[src/rtl/spike_pkg.sv]
// -----------------------------------------------------------------------------
// spike_pkg
// Shared types and helpers for the multicast spike router and its IF neuron.
//   mode_e      : routing mode carried on the 2-bit 'mode' port
//   DIR_*       : mesh direction indices used to pack spike vectors
//   sext / sat  : width-generic sign extension and saturation on 64-bit values,
//                 so parametrised modules can share one implementation
// -----------------------------------------------------------------------------
package spike_pkg;

    typedef enum logic [1:0] {
        MODE_IDLE   = 2'd0,
        MODE_AXON   = 2'd1,
        MODE_BYPASS = 2'd2,
        MODE_INJECT = 2'd3
    } mode_e;

    localparam int DIR_N = 0;
    localparam int DIR_S = 1;
    localparam int DIR_E = 2;
    localparam int DIR_W = 3;

    // Treat the low 'width' bits of value as a two's-complement number and
    // sign-extend it to 64 bits; any bits above 'width' are discarded.
    function automatic logic signed [63:0] sext(input logic [63:0] value,
                                                input int unsigned width);
        logic [63:0] shifted;
        shifted = value << (64 - width);
        return $signed(shifted) >>> (64 - width);
    endfunction

    // Clamp a 64-bit signed value into the range of a 'width'-bit signed number.
    function automatic logic signed [63:0] sat(input logic signed [63:0] value,
                                               input int unsigned width);
        logic signed [63:0] hi;
        logic signed [63:0] lo;
        hi = (64'sd1 <<< (width - 1)) - 64'sd1;
        lo = -(64'sd1 <<< (width - 1));
        if (value > hi) begin
            return hi;
        end
        if (value < lo) begin
            return lo;
        end
        return value;
    endfunction

endpackage

[src/rtl/spike_if_neuron.sv]
// -----------------------------------------------------------------------------
// spike_if_neuron
// Integrate-and-fire neuron with a saturating membrane potential.
//   clk_in, rstb    : clock, asynchronous active-low reset
//   enable          : block enable; when low the potential and fire flag hold
//   spike_en        : integrate the selected sum this cycle
//   pot_clr         : synchronous clear of potential and fire (wins over spike_en)
//   sum_or_local    : 0 selects sign-extended local_ps, 1 selects adder_sum
//   local_ps        : local partial sum (signed, PS_WIDTH)
//   adder_sum       : router adder sum (signed, ADDER_WIDTH)
//   threshold       : firing threshold (signed, THRESHOLD_WIDTH)
//   fire            : registered fire flag, high for one enabled cycle per fire
//   pot             : membrane potential (signed, POT_WIDTH)
// -----------------------------------------------------------------------------
module spike_if_neuron
    import spike_pkg::*;
#(
    parameter int PS_WIDTH        = 13,
    parameter int ADDER_WIDTH     = 16,
    parameter int THRESHOLD_WIDTH = 16,
    parameter int POT_WIDTH       = 20,
    parameter int RESET_MODE      = 0
) (
    input  logic                       clk_in,
    input  logic                       rstb,
    input  logic                       enable,
    input  logic                       spike_en,
    input  logic                       pot_clr,
    input  logic                       sum_or_local,
    input  logic [PS_WIDTH-1:0]        local_ps,
    input  logic [ADDER_WIDTH-1:0]     adder_sum,
    input  logic [THRESHOLD_WIDTH-1:0] threshold,
    output logic                       fire,
    output logic [POT_WIDTH-1:0]       pot
);

    logic signed [63:0]   sum_adder;
    logic signed [63:0]   sum_pot;
    logic signed [63:0]   thr_ext;
    logic signed [63:0]   pot_ext;
    logic signed [63:0]   acc;
    logic [POT_WIDTH-1:0] pot_next;
    logic                 fire_next;

    always_comb begin
        // The local sum is first brought to the adder width so both sources
        // wrap identically before being widened to the potential.
        if (sum_or_local) begin
            sum_adder = sext(64'(adder_sum), ADDER_WIDTH);
        end else begin
            sum_adder = sext(sext(64'(local_ps), PS_WIDTH), ADDER_WIDTH);
        end
        sum_pot = sext(sum_adder, POT_WIDTH);
        thr_ext = sext(64'(threshold), THRESHOLD_WIDTH);
        pot_ext = sext(64'(pot), POT_WIDTH);
        acc     = sat(pot_ext + sum_pot, POT_WIDTH);

        pot_next  = pot;
        fire_next = 1'b0;
        if (pot_clr) begin
            pot_next = '0;
        end else if (spike_en) begin
            if (acc >= thr_ext) begin
                fire_next = 1'b1;
                // Subtract mode saturates too: a negative threshold could
                // otherwise push the leftover past the positive limit.
                if (RESET_MODE != 0) begin
                    pot_next = POT_WIDTH'(sat(acc - thr_ext, POT_WIDTH));
                end else begin
                    pot_next = '0;
                end
            end else begin
                pot_next = acc[POT_WIDTH-1:0];
            end
        end
    end

    always_ff @(posedge clk_in or negedge rstb) begin
        if (!rstb) begin
            pot  <= '0;
            fire <= 1'b0;
        end else if (enable) begin
            pot  <= pot_next;
            fire <= fire_next;
        end
    end

endmodule

[src/rtl/spike_router_mc.sv]
// -----------------------------------------------------------------------------
// spike_router_mc
// Per-PE spike router: moves LANES-bit spike vectors between NUM_DIR mesh ports
// and the local core, with multicast bypass and spike injection from an
// integrate-and-fire neuron.
//   clk_in, rstb    : clock, asynchronous active-low reset
//   spike_sel       : block enable; when low every register holds
//   mode            : IDLE / AXON / BYPASS / INJECT (see spike_pkg::mode_e)
//   in_sel          : source direction for AXON and BYPASS
//   out_mask        : multicast destination mask for BYPASS and INJECT
//   inject_lane     : lane that carries the injected fire bit
//   spike_en, pot_clr, sum_or_local, local_ps, adder_sum, threshold
//                   : neuron controls and operands
//   spike_in        : incoming spikes, direction d at [d*LANES +: LANES]
//   spike_out       : registered outgoing spikes, same packing, one-cycle pulses
//   spike_out_core  : registered axon spikes to the core
//   core_vld        : one-cycle valid for spike_out_core
//   fire, pot       : neuron fire flag and membrane potential
//   err_uturn       : sticky flag, BYPASS mask pointed back at its source
// -----------------------------------------------------------------------------
module spike_router_mc
    import spike_pkg::*;
#(
    parameter  int NUM_DIR         = 4,
    parameter  int LANES           = 4,
    parameter  int PS_WIDTH        = 13,
    parameter  int ADDER_WIDTH     = 16,
    parameter  int THRESHOLD_WIDTH = 16,
    parameter  int POT_WIDTH       = 20,
    parameter  int RESET_MODE      = 0,
    localparam int SEL_WIDTH       = (NUM_DIR > 1) ? $clog2(NUM_DIR) : 1,
    localparam int LANE_WIDTH      = (LANES > 1) ? $clog2(LANES) : 1
) (
    input  logic                       clk_in,
    input  logic                       rstb,
    input  logic                       spike_sel,
    input  logic [1:0]                 mode,
    input  logic [SEL_WIDTH-1:0]       in_sel,
    input  logic [NUM_DIR-1:0]         out_mask,
    input  logic [LANE_WIDTH-1:0]      inject_lane,
    input  logic                       spike_en,
    input  logic                       pot_clr,
    input  logic                       sum_or_local,
    input  logic [PS_WIDTH-1:0]        local_ps,
    input  logic [ADDER_WIDTH-1:0]     adder_sum,
    input  logic [THRESHOLD_WIDTH-1:0] threshold,
    input  logic [NUM_DIR*LANES-1:0]   spike_in,
    output logic [NUM_DIR*LANES-1:0]   spike_out,
    output logic [LANES-1:0]           spike_out_core,
    output logic                       core_vld,
    output logic                       fire,
    output logic [POT_WIDTH-1:0]       pot,
    output logic                       err_uturn
);

    mode_e                    cur_mode;
    logic [LANES-1:0]         in_reg [NUM_DIR];
    logic [LANES-1:0]         src_bits;
    logic [NUM_DIR*LANES-1:0] out_next;
    logic [LANES-1:0]         core_next;
    logic                     vld_next;
    logic                     err_next;

    assign cur_mode = mode_e'(mode);
    assign src_bits = spike_in[in_sel*LANES +: LANES];

    // Next-cycle routing outputs. Everything defaults to zero so spikes are
    // single-cycle pulses; only err_uturn carries over.
    always_comb begin
        out_next  = '0;
        core_next = '0;
        vld_next  = 1'b0;
        err_next  = err_uturn;
        case (cur_mode)
            MODE_AXON: begin
                core_next = in_reg[in_sel];
                vld_next  = 1'b1;
            end
            MODE_BYPASS: begin
                // A spike is never sent back out of the port it arrived on.
                for (int d = 0; d < NUM_DIR; d++) begin
                    if (out_mask[d] && (SEL_WIDTH'(d) != in_sel)) begin
                        out_next[d*LANES +: LANES] = src_bits;
                    end
                end
                if (out_mask[in_sel]) begin
                    err_next = 1'b1;
                end
            end
            MODE_INJECT: begin
                // Out-of-range lanes are dropped rather than spilling into
                // the neighbouring direction's field.
                for (int d = 0; d < NUM_DIR; d++) begin
                    if (out_mask[d] && (int'(inject_lane) < LANES)) begin
                        out_next[d*LANES + int'(inject_lane)] = fire;
                    end
                end
            end
            default: begin
            end
        endcase
    end

    // Input registers only capture in AXON so the core can be fed from a
    // stable copy while the mesh inputs keep changing in other modes.
    always_ff @(posedge clk_in or negedge rstb) begin
        if (!rstb) begin
            for (int d = 0; d < NUM_DIR; d++) begin
                in_reg[d] <= '0;
            end
        end else if (spike_sel && (cur_mode == MODE_AXON)) begin
            for (int d = 0; d < NUM_DIR; d++) begin
                in_reg[d] <= spike_in[d*LANES +: LANES];
            end
        end
    end

    // Registered routing outputs; spike_sel low freezes them like a gated clock.
    always_ff @(posedge clk_in or negedge rstb) begin
        if (!rstb) begin
            spike_out      <= '0;
            spike_out_core <= '0;
            core_vld       <= 1'b0;
            err_uturn      <= 1'b0;
        end else if (spike_sel) begin
            spike_out      <= out_next;
            spike_out_core <= core_next;
            core_vld       <= vld_next;
            err_uturn      <= err_next;
        end
    end

    spike_if_neuron #(
        .PS_WIDTH        (PS_WIDTH),
        .ADDER_WIDTH     (ADDER_WIDTH),
        .THRESHOLD_WIDTH (THRESHOLD_WIDTH),
        .POT_WIDTH       (POT_WIDTH),
        .RESET_MODE      (RESET_MODE)
    ) u_neuron (
        .clk_in       (clk_in),
        .rstb         (rstb),
        .enable       (spike_sel),
        .spike_en     (spike_en),
        .pot_clr      (pot_clr),
        .sum_or_local (sum_or_local),
        .local_ps     (local_ps),
        .adder_sum    (adder_sum),
        .threshold    (threshold),
        .fire         (fire),
        .pot          (pot)
    );

endmodule

[config.mk]
export PLATFORM = sky130hd
export DESIGN_NAME = spike_router_mc
export DESIGN_NICKNAME = d
export VERILOG_FILES = /design/src/rtl/spike_pkg.sv /design/src/rtl/spike_if_neuron.sv /design/src/rtl/spike_router_mc.sv
export SDC_FILE = /design/constraint.sdc
export NUM_CORES = 1
export LEC_CHECK = 0
export ABC_AREA = 1
export CORE_MARGIN = 2
export CORE_UTILIZATION = 51
export CTS_CLUSTER_SIZE = 24
export DETAILED_ROUTE_END_ITERATION = 10
export PLACE_DENSITY = 0.84
export SYNTH_ARGS = -nofsm -noshare
export SYNTH_HDL_FRONTEND = slang
export SYNTH_SLANG_ARGS = --single-unit
[constraint.sdc]
create_clock -name clk_in -period 4.9 [get_ports clk_in]
set_clock_uncertainty 0.15 [all_clocks]
set_input_delay 0.98 -clock clk_in [delete_from_list [all_inputs] [get_ports clk_in]]
set_output_delay 0.98 -clock clk_in [all_outputs]
set_load 0.01 [all_outputs]
==> impl_results.md, run 1 <==
- GRT Util Overall: 0.3072
- Top sig layer: met4
- Clk root buf: clkbuf_8
- Vias in the first global route: 5,563
- Final GP Congestion: 0.9145
- Clk Latency, worst-skew pair: 0.34 ns
- CP endpoint kind: flip-flop
- Layout area overhead: 49.68%
- Die ar.: 0.01051 mm²
- Internal power: 1.361 mW
- Sum Neg Setup Slack: 0 ns
- DR WL met3: 950 µm
- Largest net degree at the start of global routing: 60
- Post-synthesis cell type count: 41
- Effective utilization at floorplan: 0.5305
- IO buf count: 119
- Iter 0 DRT Violations: 347
- Synth Instances: 745
- RSZ-0062 raised after global routing: false
- Tightest Pin Transition: 0.9423 ns
- Sequential-to-total area share from yosys stat: 0.2984
- Clock power share: 0.207
- Final Cycle Share: 0.9555
- Synthesized flop and latch total: 59
- Final setup margin: 0.2181 ns
- # rows: 35
- Flop pwr share: 0.269
- Syn. warnings: 0
- N_diodes: 0
- Vias post-DR: 5,749
- Via/cell ratio: 5.333
- Top-level I/O count: 120
- Drt drc: 0
- Synth Area per Inst: 6.642 µm²
- Rel. slew slack: 0.3703
- CP Data Required Time: 4.98 ns
- Global route overflow: 0
- Cell area after synthesis: 0.004948 mm²
- Global-route wire length before repair: 25.26 mm
- Clk sink count: 59
- DR pass1 iterations: 5
- CP Launch Point: adder_sum[1]
- Core Box Area: 0.009328 mm²
- CTS tree: yes
- Post-DP HPWL: 12.37 mm
- Max FFs per register: 20
- Final setup viols: 0
- Max Freq: 213.6 MHz
- Routed WL: 16.89 mm
- H-tree levels: 3
- Combinational share of power: 0.524
- Worst-path clk slew: 0.07 ns
- R2r startpoint: u_neuron.pot[7]$_DFFE_PN0P_
- CP max FO: 10
- DR WL/cell: 15.67 µm
- Pins over their slew limit: 0
- Routed Antenna Nets: 0
- Design Area, Final: 0.007407 mm²
- P_sw: 860.1 µW
- Final hold vios: 0
- Met1 Routed Length: 6.597 mm
- Synthesized Nets: 864
- Worst-case clock buffer depth: 2
- Die Span Y: 102.5 µm
- Total CTS buffers: 9
- CTS Hold Bufs: 0
- Area after DPL: 0.006785 mm²
- Hold_sp: spike_out[7]$_DFFE_PN0P_
- Power Dens Cells: 299.9 mW/mm²
- Critical path launch point type: input pin
- Finished Core Util: 0.7941
- Switch share: 0.3872
- Max IR drop VDD: 0.0002104 V
- Final nets: 1,065
- Dpl ws: -0.3396 ns
- Max-cap violations: 0
- Leakage: 3.859 nW
- CP Class: in2reg
- WL met2: 8.666 mm
- Layout cell share with drive strength beyond 1: 0.1907
- Status: finished clean
- CP arrival: 4.76 ns
- Class of the worst hold path: reg2reg
- Initial antenna violation count: 0
- Die width: 102.5 µm
- Min Tclk post-route: 4.682 ns
==> metrics by stage <==
step | std cells | hold WS [ns] | total power [mW]
detailed placement | 1052 | 0.3159 | 1.624
global placement | 1052 | 0.3156 | 1.590
finish | 1078 | 0.3398 | 2.221
global route | 1078 | 0.3534 | 2.370
floorplan | 745 | 0.2931 | 1.166
CTS | 1066 | 0.3350 | 2.099
==> critical path: stages <==
cell	delay, ns
clkdlybuf4s50_1	0.40
or2_2	0.29
o21ai_1	0.10
buf_4	0.15
fa_2	0.20
inv_1	0.05
nand3_1	0.08
nand3_2	0.14
nand3_2	0.13
nand4_2	0.13
nand2_2	0.15
nand2_8	0.10
buf_8	0.15
nand2_1	0.05
nand2_1	0.08
ha_1	0.32
nand2_1	0.09
nor2_2	0.16
nand4_1	0.12
nor2_1	0.12
nor2_1	0.05
nand2_1	0.07
nand2_1	0.06
nand2_1	0.13
a21oi_4	0.11
clkbuf_16	0.18
nand2_1	0.10
nand2_1	0.07
==> path summary, 6_finish.rpt <==
check / to / slack [ns] / depth (start not counted)
setup reg to reg: u_neuron.pot[13]$_DFFE_PN0P_ / 0.96 / 25
setup / recovery: u_neuron.pot[13]$_DFFE_PN0P_ / 0.22 / 28
hold reg to reg: spike_out[7]$_DFFE_PN0P_ / 0.34 / 2
min in group asynchronous: spike_out[13]$_DFFE_PN0P_ / 0.63 / 2
max in group asynchronous: in_reg[8]$_DFFE_PN0P_ / 3.46 / 2
hold / removal: spike_out[7]$_DFFE_PN0P_ / 0.34 / 2
==> Yosys cell counts (all sizes together) <==
library cell    n  area, µm²
a211oi          1      7.510
a21o            1      7.510
a21oi          37      192.7
a221oi          4      35.03
a22o            1      8.760
a22oi          13      97.59
a31o            1      8.760
and2            1      6.260
buf             4      41.28
clkbuf         12      45.04
clkinv          1      3.750
dfrtp          59       1476
fa              1      20.02
ha             41      513.0
inv           105      394.1
mux2            1      11.26
nand2         303       1215
nand3          26      157.7
nand3b          1      7.510
nand4           7      50.05
nor2           53      214.0
nor3            6      30.03
o21ai          41      205.2
o21bai          5      37.54
o221ai          1      8.760
o22ai           4      25.02
o2bb2ai         3      26.28
or2             1      6.260
xnor2           5      43.79
xor2            6      52.55
==> cell usage in the layout (no fill, tap or decap), types with 19 or more instances in the layout <==
cell type / count
nand2_1: 268
clkdlybuf4s50_1: 117
inv_1: 100
buf_4: 80
dfrtp_1: 59
nor2_1: 46
o21ai_0: 38
a21oi_1: 32
nand2_2: 31
ha_1: 26
nand3_1: 19
==> power groups by stage <==
stage | logic (mW) | clock network (mW) | registers (mW)
detailed placement | 1.03 | 0 | 0.596
global route | 1.28 | 0.488 | 0.601
floorplan | 0.569 | 0 | 0.596
global placement | 0.997 | 0 | 0.593
finish | 1.16 | 0.461 | 0.597
CTS | 1.05 | 0.462 | 0.589
==> final cells by class <==
cell class | instances | area [µm²]
multi-input combinational | 566 | 3286
fill | 692 | 1921
timing repair buffer | 204 | 1886
sequential | 59 | 1476
inverter | 106 | 397.9
clock buffer | 12 | 165.2
tap | 129 | 161.4
clock inverter | 2 | 35.03
==> logic make-up after synthesis <==
family	count (synthesis)	share of synthesized area
mux	1	0.002275
compound gates	112	0.1335
buf+inv	122	0.09785
simple gates	398	0.3408
xor+xnor	11	0.01947
fa+ha+maj	42	0.1077
flops	59	0.2984
==> layer usage <==
metal,track usage,vias to the layer above
met2,0.5671,250
met4,0.1097,0
met3,0.04881,66
li1,-,2781
met1,0.3594,2652
met5,0,-
==> timing repair <==
item,CTS,global route
resized for setup,4,46
setup buffers,0,8
gates cloned,0,4
pin swaps,0,5
setup endpoints to repair,6,20
No activity file was read; power rests on OpenSTA's default activity.
==> run 2: changes to the inputs <==
==> constraint.sdc (replaced) <==
create_clock -name clk_in -period 4.5 [get_ports clk_in]
set_clock_uncertainty 0.15 [all_clocks]
set_input_delay 0.9 -clock clk_in [delete_from_list [all_inputs] [get_ports clk_in]]
set_output_delay 0.9 -clock clk_in [all_outputs]
set_load 0.01 [all_outputs]
==> impl_results.md, run 2 (synthesis gave the netlist of run 1 again) <==
- Power Dens Cells: 330.9 mW/mm² (+10%)
- CP arrival: 4.75 ns (about the same)
- Max Freq: 216.8 MHz
- Max IR drop VDD: 0.0002273 V (+8.1%)
- Clk root buf: clkbuf_8
- CP Launch Point: local_ps[11]
- Critical path launch point type: input pin
- CTS Hold Bufs: 0 (unchanged)
- Final setup margin: -0.1129 ns (-0.3310 ns)
- Vias in the first global route: 6,068 (+9.1%)
- Area after DPL: 0.006830 mm² (+0.66%)
- GRT met1 Usage: 0.3718 (+0.01243)
- Core Box Area: 0.009328 mm² (unchanged)
- Max FFs per register: 20 (unchanged)
- CP max FO: 10 (unchanged)
- CP endpoint kind: flip-flop
- R2R Setup Slk: 0.47 ns (-0.49 ns)
- Design Area, Final: 0.007903 mm² (+6.7%)
- R2r startpoint: u_neuron.pot[0]$_DFFE_PN0P_
- Fillers: 503 (-27%)
- Met2 usage: 0.5862 (+0.01911)
- Post-route insts no fill: 1,098 (+1.9%)
- Sum Neg Setup Slack: -1.456 ns (-1.456 ns)
- Clk sink count: 59 (unchanged)
- Largest net degree at the start of global routing: 36 (-40%)
- Global-route wire length before repair: 27.13 mm (+7.4%)
- Top-level I/O count: 120 (unchanged)
- Final nets: 1,083 (+1.7%)
- Via/cell ratio: 5.902 (+11%)
- Min Hold Slack: 0.3365 ns (-0.003226 ns)
- Post-DP HPWL: 12.58 mm (+1.7%)
- IO buf count: 119 (unchanged)
- Final Cycle Share: 1.025
- Path depth of the worst reg2reg path: 25 (unchanged)
- DR pass1 iterations: 5 (unchanged)
- Tightest Pin Transition: 0.9442 ns (+0.001912 ns)
- Die Span Y: 102.5 µm (unchanged)
- Top Usage Layer GRT: met2
- Class of the worst hold path: reg2reg
- # rows: 35 (unchanged)
- Routed WL: 20.53 mm (+22%)
- Global route overflow: 0 (unchanged)
- Worst-case clock buffer depth: 2 (unchanged)
- CP Class: in2reg
- Pins over their slew limit: 0 (unchanged)
- Rel. slew slack: 0.3690 (-0.001278)
- Reg-to-reg critical path endpoint: u_neuron.pot[8]$_DFFE_PN0P_
- Worst-path clk slew: 0.07 ns (about the same)
- GRT Util Overall: 0.3279 (+0.02069)
- Placed Instances: 1,058 (+0.57%)
- Final setup viols: 20 (+20)
- Final hold vios: 0 (unchanged)
- Status: finished, violations left
- Met3 Use GR: 0.04678 (-0.002034)
- Leading cell type in the layout, fill and taps excluded: nand2_1
- Clk Latency, worst-skew pair: 0.35 ns (about the same)
- H-tree levels: 3 (unchanged)
- Total CTS buffers: 9 (unchanged)
- Initial antenna violation count: 1 (+1)
- Worst hold path depth: 2 (unchanged)
- Vias post-DR: 6,480 (+13%)
- Area of the multi-input gates: 0.003662 mm² (+11%)
- Layout cell share with drive strength beyond 1: 0.2552 (+0.06444)
- Final GP Congestion: 1.000 (+9.3%)
- Layout area overhead: 59.70%
- Total power: 2.615 mW (+18%)
- Effective utilization at floorplan: 0.5305 (unchanged)
- CTS tree: yes
- Failing checks: negative setup slack
- Drt drc: 0 (unchanged)
- Min Tclk post-route: 4.613 ns
- Commonest non-fill, non-tap cells in the layout: nand2_1, clkdlybuf4s50_1, inv_1, buf_4, dfrtp_1
- Max-cap violations: 0 (unchanged)
- Crit path capture: u_neuron.pot[8]$_DFFE_PN0P_
- Iter 0 DRT Violations: 482 (+39%)
- Die ar.: 0.01051 mm² (unchanged)
- Routed Antenna Nets: 0 (unchanged)
- CP Data Required Time: 4.63 ns (-0.35 ns)
- Hold_sp: spike_out[13]$_DFFE_PN0P_
- Leakage: 3.979 nW (+3.1%)
- Die width: 102.5 µm (unchanged)
- DR WL/cell: 18.70 µm (+19%)
- Reg area: 0.001476 mm² (unchanged)
## run 2: cell types whose count changed in the layout (fill, tap and decap cells not counted), sizes merged
cell	delta
dlymetal6s2s	+3
diode	+1
bufinv	-1
buf	+17
nand2	+1
clkdlybuf4s50	-4
clkinv	+2
clkinvlp	+3
clkbuf	-2
## run 2: critical path, cell delays in order
cell             delay (ns)
clkdlybuf4s50_1        0.40
nand2_1                0.08
nand2_1                0.12
ha_4                   0.33
nand2_1                0.09
nor2_2                 0.13
nand2_1                0.09
clkinv_1               0.08
nand4_1                0.19
nand3_4                0.22
inv_6                  0.07
nand2_8                0.09
nand2_4                0.09
nand2_2                0.07
nand2_2                0.06
ha_1                   0.35
a21o_1                 0.23
nor2_1                 0.14
nand3_1                0.10
nand2_1                0.08
nand2_1                0.04
nand2_1                0.07
nand2_2                0.08
a21oi_4                0.28
clkbuf_16              0.22
nand2_1                0.06
nand2_1                0.09
## run 2: report_power, final
| part | leakage, nW | switching, mW | total, mW | internal [mW] |
|---|---|---|---|---|
| Sequential | 0.775 | 0.0689 | 0.659 | 0.590 |
| Combinational | 3.12 | 0.811 | 1.53 | 0.717 |
| Clock | 0.0839 | 0.220 | 0.429 | 0.208 |
| Total | 3.98 | 1.10 | 2.62 | 1.51 |
## run 2: final cells by class
cell class	count	share of cell area
timing repair buffer	220	0.2559
clock buffer	10	0.01742
clock inverter	5	0.003800
timing repair inverter	1	0.0009500
multi-input combinational	567	0.4634
tap	129	0.02042
antenna	1	0.0003167
inverter	106	0.05098
sequential	59	0.1868
## run 2: per-layer routing
metal / vias to the layer above / part of all wire
met5: - / 0
met4: 0 / 0.085
met3: 175 / 0.086
met2: 479 / 0.49
met1: 3007 / 0.34
li1: 2819 / -
## run 2: worst min path at each step
stage / endpoint / slack [ns]
floorplan: in_reg[14]$_DFFE_PN0P_ / 0.29
global placement: in_reg[14]$_DFFE_PN0P_ / 0.31
detailed placement: spike_out[10]$_DFFE_PN0P_ / 0.33
CTS: in_reg[13]$_DFFE_PN0P_ / 0.34
global route: err_uturn$_DFFE_PN0P_ / 0.37
finish: spike_out[13]$_DFFE_PN0P_ / 0.34
## run 2: through the flow
step | worst slack [ns] | util
after detailed placement | -0.6094 | 0.7323
after global placement | -0.4870 | 0.7323
after CTS | 0.1215 | 0.7734
after floorplan | 0.1624 | -
final | -0.1129 | 0.8472
after global routing | -0.3670 | 0.8472
## run 2: timing repair
item                                    4_1_cts  5_1_grt
gates cloned                                  3        4
endpoints found under the setup margin       21       21
resized for setup                            25      105
setup buffers                                 6       11
hold endpoints to repair                      0        0
pin swaps                                     3       38
